--- config.mk ---
export PLATFORM = sky130hd
export DESIGN_NAME = bus_arbiter
export DESIGN_NICKNAME = d
export VERILOG_FILES = /design/src/rtl/bus_arbiter.sv
export SDC_FILE = /design/constraint.sdc
export NUM_CORES = 1
export LEC_CHECK = 0
export ABC_AREA = 1
export CAP_MARGIN = 20
export CORE_UTILIZATION = 39
export CTS_CLUSTER_DIAMETER = 40
export CTS_CLUSTER_SIZE = 24
export DETAILED_ROUTE_END_ITERATION = 10
export GPL_TIMING_DRIVEN = 0
export PLACE_DENSITY = 0.69
export SYNTH_ARGS = -nofsm -noshare
export SYNTH_HDL_FRONTEND = slang
export SYNTH_SLANG_ARGS = --single-unit
--- constraint.sdc ---
create_clock -name clk -period 1.5 [get_ports clk]
set_clock_uncertainty 0.05 [all_clocks]
set_input_delay 0.15 -clock clk [delete_from_list [all_inputs] [get_ports clk]]
set_output_delay 0.15 -clock clk [all_outputs]
set_load 0.01 [all_outputs]
--- src/rtl/bus_arbiter.sv ---
`default_nettype none
// bus_arbiter: hands the shared system bus to one of NumReq masters (round-robin or fixed priority)
// and holds it for the whole transaction, with optional lock and a hung-transaction watchdog.
module bus_arbiter #(
  parameter int NumReq        = 2,
  parameter int Mode          = 0,
  parameter int TimeoutCycles = 256
) (
  input  logic                      clk,
  input  logic                      rst_n,
  input  logic [NumReq-1:0]         req_i,
  input  logic [NumReq-1:0]         lock_i,
  input  logic                      bus_busy_i,
  input  logic                      bus_done_i,
  output logic [NumReq-1:0]         grant_o,
  output logic                      grant_valid_o,
  output logic [$clog2(NumReq)-1:0] grant_id_o,
  output logic                      timeout_o
);

  localparam int IdW  = $clog2(NumReq);
  localparam int CntW = (TimeoutCycles > 1) ? $clog2(TimeoutCycles) : 1;
  localparam logic [CntW-1:0] CntMax = CntW'((TimeoutCycles > 0) ? TimeoutCycles - 1 : 0);

  generate
    if (NumReq < 2 || NumReq > 8) begin : g_bad_numreq
      $error("bus_arbiter: NumReq must be in the range 2..8");
    end
    if (Mode != 0 && Mode != 1) begin : g_bad_mode
      $error("bus_arbiter: Mode must be 0 (round-robin) or 1 (fixed priority)");
    end
    if (TimeoutCycles < 0) begin : g_bad_timeout
      $error("bus_arbiter: TimeoutCycles must not be negative");
    end
  endgenerate

  typedef enum logic [1:0] {
    IDLE    = 2'd0,
    GRANTED = 2'd1,
    RECOVER = 2'd2
  } state_e;

  state_e            state_q;
  logic [NumReq-1:0] grant_q;
  logic              grant_valid_q;
  logic [IdW-1:0]    grant_id_q;
  logic [IdW-1:0]    last_q;
  logic              timeout_q;
  logic [CntW-1:0]   cnt_q;

  // Returns {found, index}. Round-robin starts the search just after `last`.
  function automatic logic [IdW:0] pick(input logic [NumReq-1:0] mask,
                                        input logic [IdW-1:0]    last);
    logic           found;
    logic [IdW-1:0] idx;
    logic [IdW-1:0] jj;
    int             j;
    found = 1'b0;
    idx   = '0;
    for (int k = 1; k <= NumReq; k++) begin
      j  = (Mode == 1) ? (k - 1) : ((int'(last) + k) % NumReq);
      jj = j[IdW-1:0];
      if (!found && mask[jj]) begin
        found = 1'b1;
        idx   = jj;
      end
    end
    return {found, idx};
  endfunction

  logic [NumReq-1:0] excl_mask;
  logic [NumReq-1:0] others;
  logic [IdW:0]      pick_req;
  logic [IdW:0]      pick_oth;
  logic              hold;
  logic              expire;
  logic              new_found;
  logic [IdW-1:0]    new_id;
  logic              do_take;

  // grant_id_q is kept after a release or timeout so RECOVER knows whom to skip.
  assign excl_mask = NumReq'(1) << grant_id_q;
  assign others    = req_i & ~excl_mask;
  assign pick_req  = pick(req_i, last_q);
  assign pick_oth  = pick(others, last_q);
  assign hold      = req_i[grant_id_q] | lock_i[grant_id_q] | bus_busy_i;
  assign expire    = (TimeoutCycles > 0) && bus_busy_i && !bus_done_i && (cnt_q == CntMax);

  always_comb begin
    new_found = 1'b0;
    new_id    = '0;
    case (state_q)
      IDLE:    {new_found, new_id} = pick_req;
      GRANTED: {new_found, new_id} = pick_oth;
      RECOVER: {new_found, new_id} = pick_oth[IdW] ? pick_oth : pick_req;
      default: {new_found, new_id} = pick_req;
    endcase
  end

  // A releasing holder hands straight over; RECOVER also grants directly so the
  // bus is idle for exactly one cycle after a timeout.
  assign do_take = new_found && ((state_q != GRANTED) || (!expire && !hold));

  always_ff @(posedge clk or negedge rst_n) begin
    if (!rst_n) begin
      state_q       <= IDLE;
      grant_q       <= '0;
      grant_valid_q <= 1'b0;
      grant_id_q    <= '0;
      last_q        <= IdW'(NumReq - 1);
      timeout_q     <= 1'b0;
      cnt_q         <= '0;
    end else begin
      timeout_q <= 1'b0;
      if (do_take) begin
        state_q       <= GRANTED;
        grant_q       <= NumReq'(1) << new_id;
        grant_valid_q <= 1'b1;
        grant_id_q    <= new_id;
        last_q        <= new_id;
        cnt_q         <= '0;
      end else begin
        case (state_q)
          GRANTED: begin
            if (expire) begin
              timeout_q     <= 1'b1;
              grant_q       <= '0;
              grant_valid_q <= 1'b0;
              state_q       <= RECOVER;
              cnt_q         <= '0;
            end else if (!hold) begin
              grant_q       <= '0;
              grant_valid_q <= 1'b0;
              state_q       <= IDLE;
              cnt_q         <= '0;
            end else if (bus_busy_i && !bus_done_i) begin
              if (cnt_q != CntMax) cnt_q <= cnt_q + 1'b1;
            end else begin
              cnt_q <= '0;
            end
          end
          default: begin
            state_q       <= IDLE;
            grant_q       <= '0;
            grant_valid_q <= 1'b0;
            cnt_q         <= '0;
          end
        endcase
      end
    end
  end

  assign grant_o       = grant_q;
  assign grant_valid_o = grant_valid_q;
  assign grant_id_o    = grant_id_q;
  assign timeout_o     = timeout_q;

endmodule
`default_nettype wire

==> flow_summary_export.csv <==
group,metric,value,unit
setup_path,cp.required,1640,ps
setup_path,end_kind,"flip-flop",
routing,num_vias,817,
min_path,min_path_type,"in -> async",
yosys,syn_avg_cell_area,7.96,um2
routing,ant_nets,0,
routing,detail_route.wirelength,1950,um
timing,worst_pin_slew,697,ps
place,dpl.hpwl,1320,um
setup_path,crit_chain,"buf_4 > ha_4 > nand3_1 > nand3_1 > nor2b_1 > nand3_1 > nand2_1",
timing,relSlewSlack,0.534,
global_routing,antenna_found_initial,0,
yosys,synth_ff_type,"dfrtp_1",
timing,finalCritPeriodShare,0.966,
clock_tree,hold_buffers,0,
global_routing,grt_pass1_wl,3170,um
yosys,synth_top_family_by_area,"simple AND/OR/NAND/NOR gates",
die,num_rows,16,
clock_tree,htree_levels,1,
yosys,synth-simple-area-share,0.392,
global_routing,grt_pass1_vias,794,
clock_tree,cts_max_path_buffers,2,
clock_tree,cts_tree,"yes",
yosys,ys_seq_area_frac,0.426,
timing,finalHoldViolations,0,
clock_tree,cts_root_buffer,"clkbuf_4",
routing,first_pass_iters,4,
clock_tree,cts_made_buffers,3,
die,core,0.00204,mm2
clock_tree,cts.sinks,15,
layout,drive_gt1_frac,0.242,
global_routing,grt_max_degree,16,
yosys,synthMuxAreaShare,0,
routing,vias_per_cell,5.14,
setup_path,cpMostUsedCell,"nand3_1",
setup_path,crit_slowest_cell,"dfrtp_2",
yosys,yosys.area_share.xor_xnor,0.0198,
pwr,peakVddDrop,0.974,mV
timing,setup_viol,0,
setup_path,arrival,1590,ps
yosys,synthesis.nets,122,
yosys,synth-adder-area-share,0.0425,
pwr,power_leakage,0.536,nW
setup_path,crit_type,"reg -> reg",
global_routing,grt_usage,0.175,
yosys,synth_edf_count,0,
die,die-width,49.6,um
timing,holdWs,217,ps
clock_tree,clk_latency,290,ps
layout,fin_nets,144,
run_status,status,"finished clean",
run,drv_cap,0,
setup_path,crit_fanout,6,
layout,antennaDiodeCount,0,
yosys,yosysWarnings,0,
layout,syn_to_final_growth,29.2,%
die,initial_core_util,0.433,
routing,wire_per_inst,12.2,um
timing,max_freq,690,MHz
place,place.gp.congestion,0.897,
die,boundaryPins,13,
yosys,ys_ff_latch,15,
yosys,synth-compound-area-share,0.0496,
timing,rsz0062_at_grt,"yes",
place,port_buffers,12,
yosys,synthArstFlopShare,1.00,
yosys,yosysUniqueCellTypes,26,
place,dpl_cell_area,0.00104,mm2
layout,stdcell_area,0.00114,mm2
global_routing,grt_overflow,0,
pwr,power_density,1280,mW/mm2
die,dieArea,0.00246,mm2
clock_tree,clkTransAtPathRegs,100,ps
yosys,synth_area,883,um2
setup_path,max_stage_delay,440,ps
die,die_h,49.6,um
routing,drcViolationCount,0,
yosys,synth_cells,111,
routing,drt_iter0_drc,18,
setup_path,critPathLaunchType,"flip-flop",
timing,slew_violations,0,
timing,period_needed,1450,ps
layout,utilization,0.559,
==> routing by layer <==
| layer | track usage | part of all wire | vias to the layer above |
|---|---|---|---|
| met2 | 0.300 | 0.49 | 25 |
| li1 | - | - | 402 |
| met3 | 0.0679 | 0.049 | 4 |
| met5 | 0 | 0 | - |
| met4 | 0.0714 | 0.014 | 0 |
| met1 | 0.191 | 0.44 | 386 |
==> worst paths after layout <==
path	startpoint	endpoint	slack (ps)	cells after the start
max in group asynchronous	rst_n	state_q[0]	700	1
setup reg to reg	state_q[0]	grant_o[1]	50	7
hold reg to reg	last_q	last_q	430	2
setup / recovery	state_q[0]	grant_o[1]	50	7
min in group clk	last_q	last_q	430	2
hold / removal	rst_n	grant_o[1]	220	1
==> worst max-delay path: cells and delay by family, from the launching register on <==
kind / cells / cell delay [ps]
and+or+nand+nor: 5 / 540
DFF: 1 / 440
adders and majority gates: 1 / 180
buffers and inverters: 1 / 150
==> through the flow <==
step | setup TNS, ps | worst slack (ps) | cells | total power, mW
6_report | 0 | 50.3 | 159 | 1.46
3_3_place_gp | -26.4 | -6.50 | 150 | 1.08
2_1_floorplan | 0 | 43.8 | 111 | 0.891
5_1_grt | -40.4 | -29.2 | 159 | 1.56
3_5_place_dp | -132 | -35.5 | 150 | 1.09
4_1_cts | 0 | 5.44 | 154 | 1.37
==> synth_stat cells (2+ instances only) <==
cell type / number / share of area
nand4_1: 2 / 0.014
nor2_1: 9 / 0.038
nor3_1: 5 / 0.028
o21ai_0: 2 / 0.011
nand3_1: 15 / 0.085
inv_2: 3 / 0.013
ha_1: 3 / 0.042
nand2_1: 24 / 0.10
nand2_2: 4 / 0.028
inv_1: 12 / 0.051
nor2_2: 3 / 0.021
xnor2_1: 2 / 0.020
dfrtp_1: 14 / 0.40
==> cell usage in the layout (no fill, tap or decap), types with 2 or more instances in the layout <==
cell type	instances
clkbuf_4	3
inv_2	4
xnor2_1	2
nor2_1	9
ha_4	2
nor3_1	5
nor2_2	3
inv_1	11
nand3_1	15
nand4_1	2
dfrtp_1	12
dfrtp_2	2
nand2_2	4
clkdlybuf4s50_1	12
nand2_1	24
buf_4	5
o21ai_0	2
==> layout make-up <==
| class | count | area (um2) |
|---|---|---|
| Clock buffer | 3 | 22.5 |
| Clock inverter | 1 | 7.51 |
| Fill cell | 208 | 901 |
| Inverter | 16 | 61.3 |
| Multi-Input combinational cell | 80 | 479 |
| Sequential cell | 15 | 379 |
| Tap cell | 27 | 33.8 |
| Timing Repair Buffer | 17 | 158 |
==> repair_timing <==
item | CTS | global route
gates resized for setup | 3 | 4
pin swaps | 2 | 1
cloned | 0 | 0
setup buffers | 0 | 5
endpoints found under the setup margin | 5 | 9
==> cells by family after synthesis <==
| family | count (synthesis) |
|---|---|
| flops | 15 |
| xor+xnor | 2 |
| compound gates | 7 |
| buf+inv | 16 |
| simple gates | 68 |
| fa+ha+maj | 3 |
==> power breakdown <==
part / switching [mW] / total [mW] / internal, mW
clock network: 0.148 / 0.249 / 0.102
logic: 0.378 / 0.683 / 0.305
registers: 0.0439 / 0.527 / 0.483
total: 0.569 / 1.46 / 0.891
==> flip-flops by register name (all words and copies together), names as in the netlist <==
| name | count |
|---|---|
| grant_o | 2 |
| last_q | 1 |
| grant_id_o | 1 |
| cnt_q | 8 |
| state_q | 2 |
| timeout_o | 1 |
Note: power is estimated with default switching activity, not from simulation.
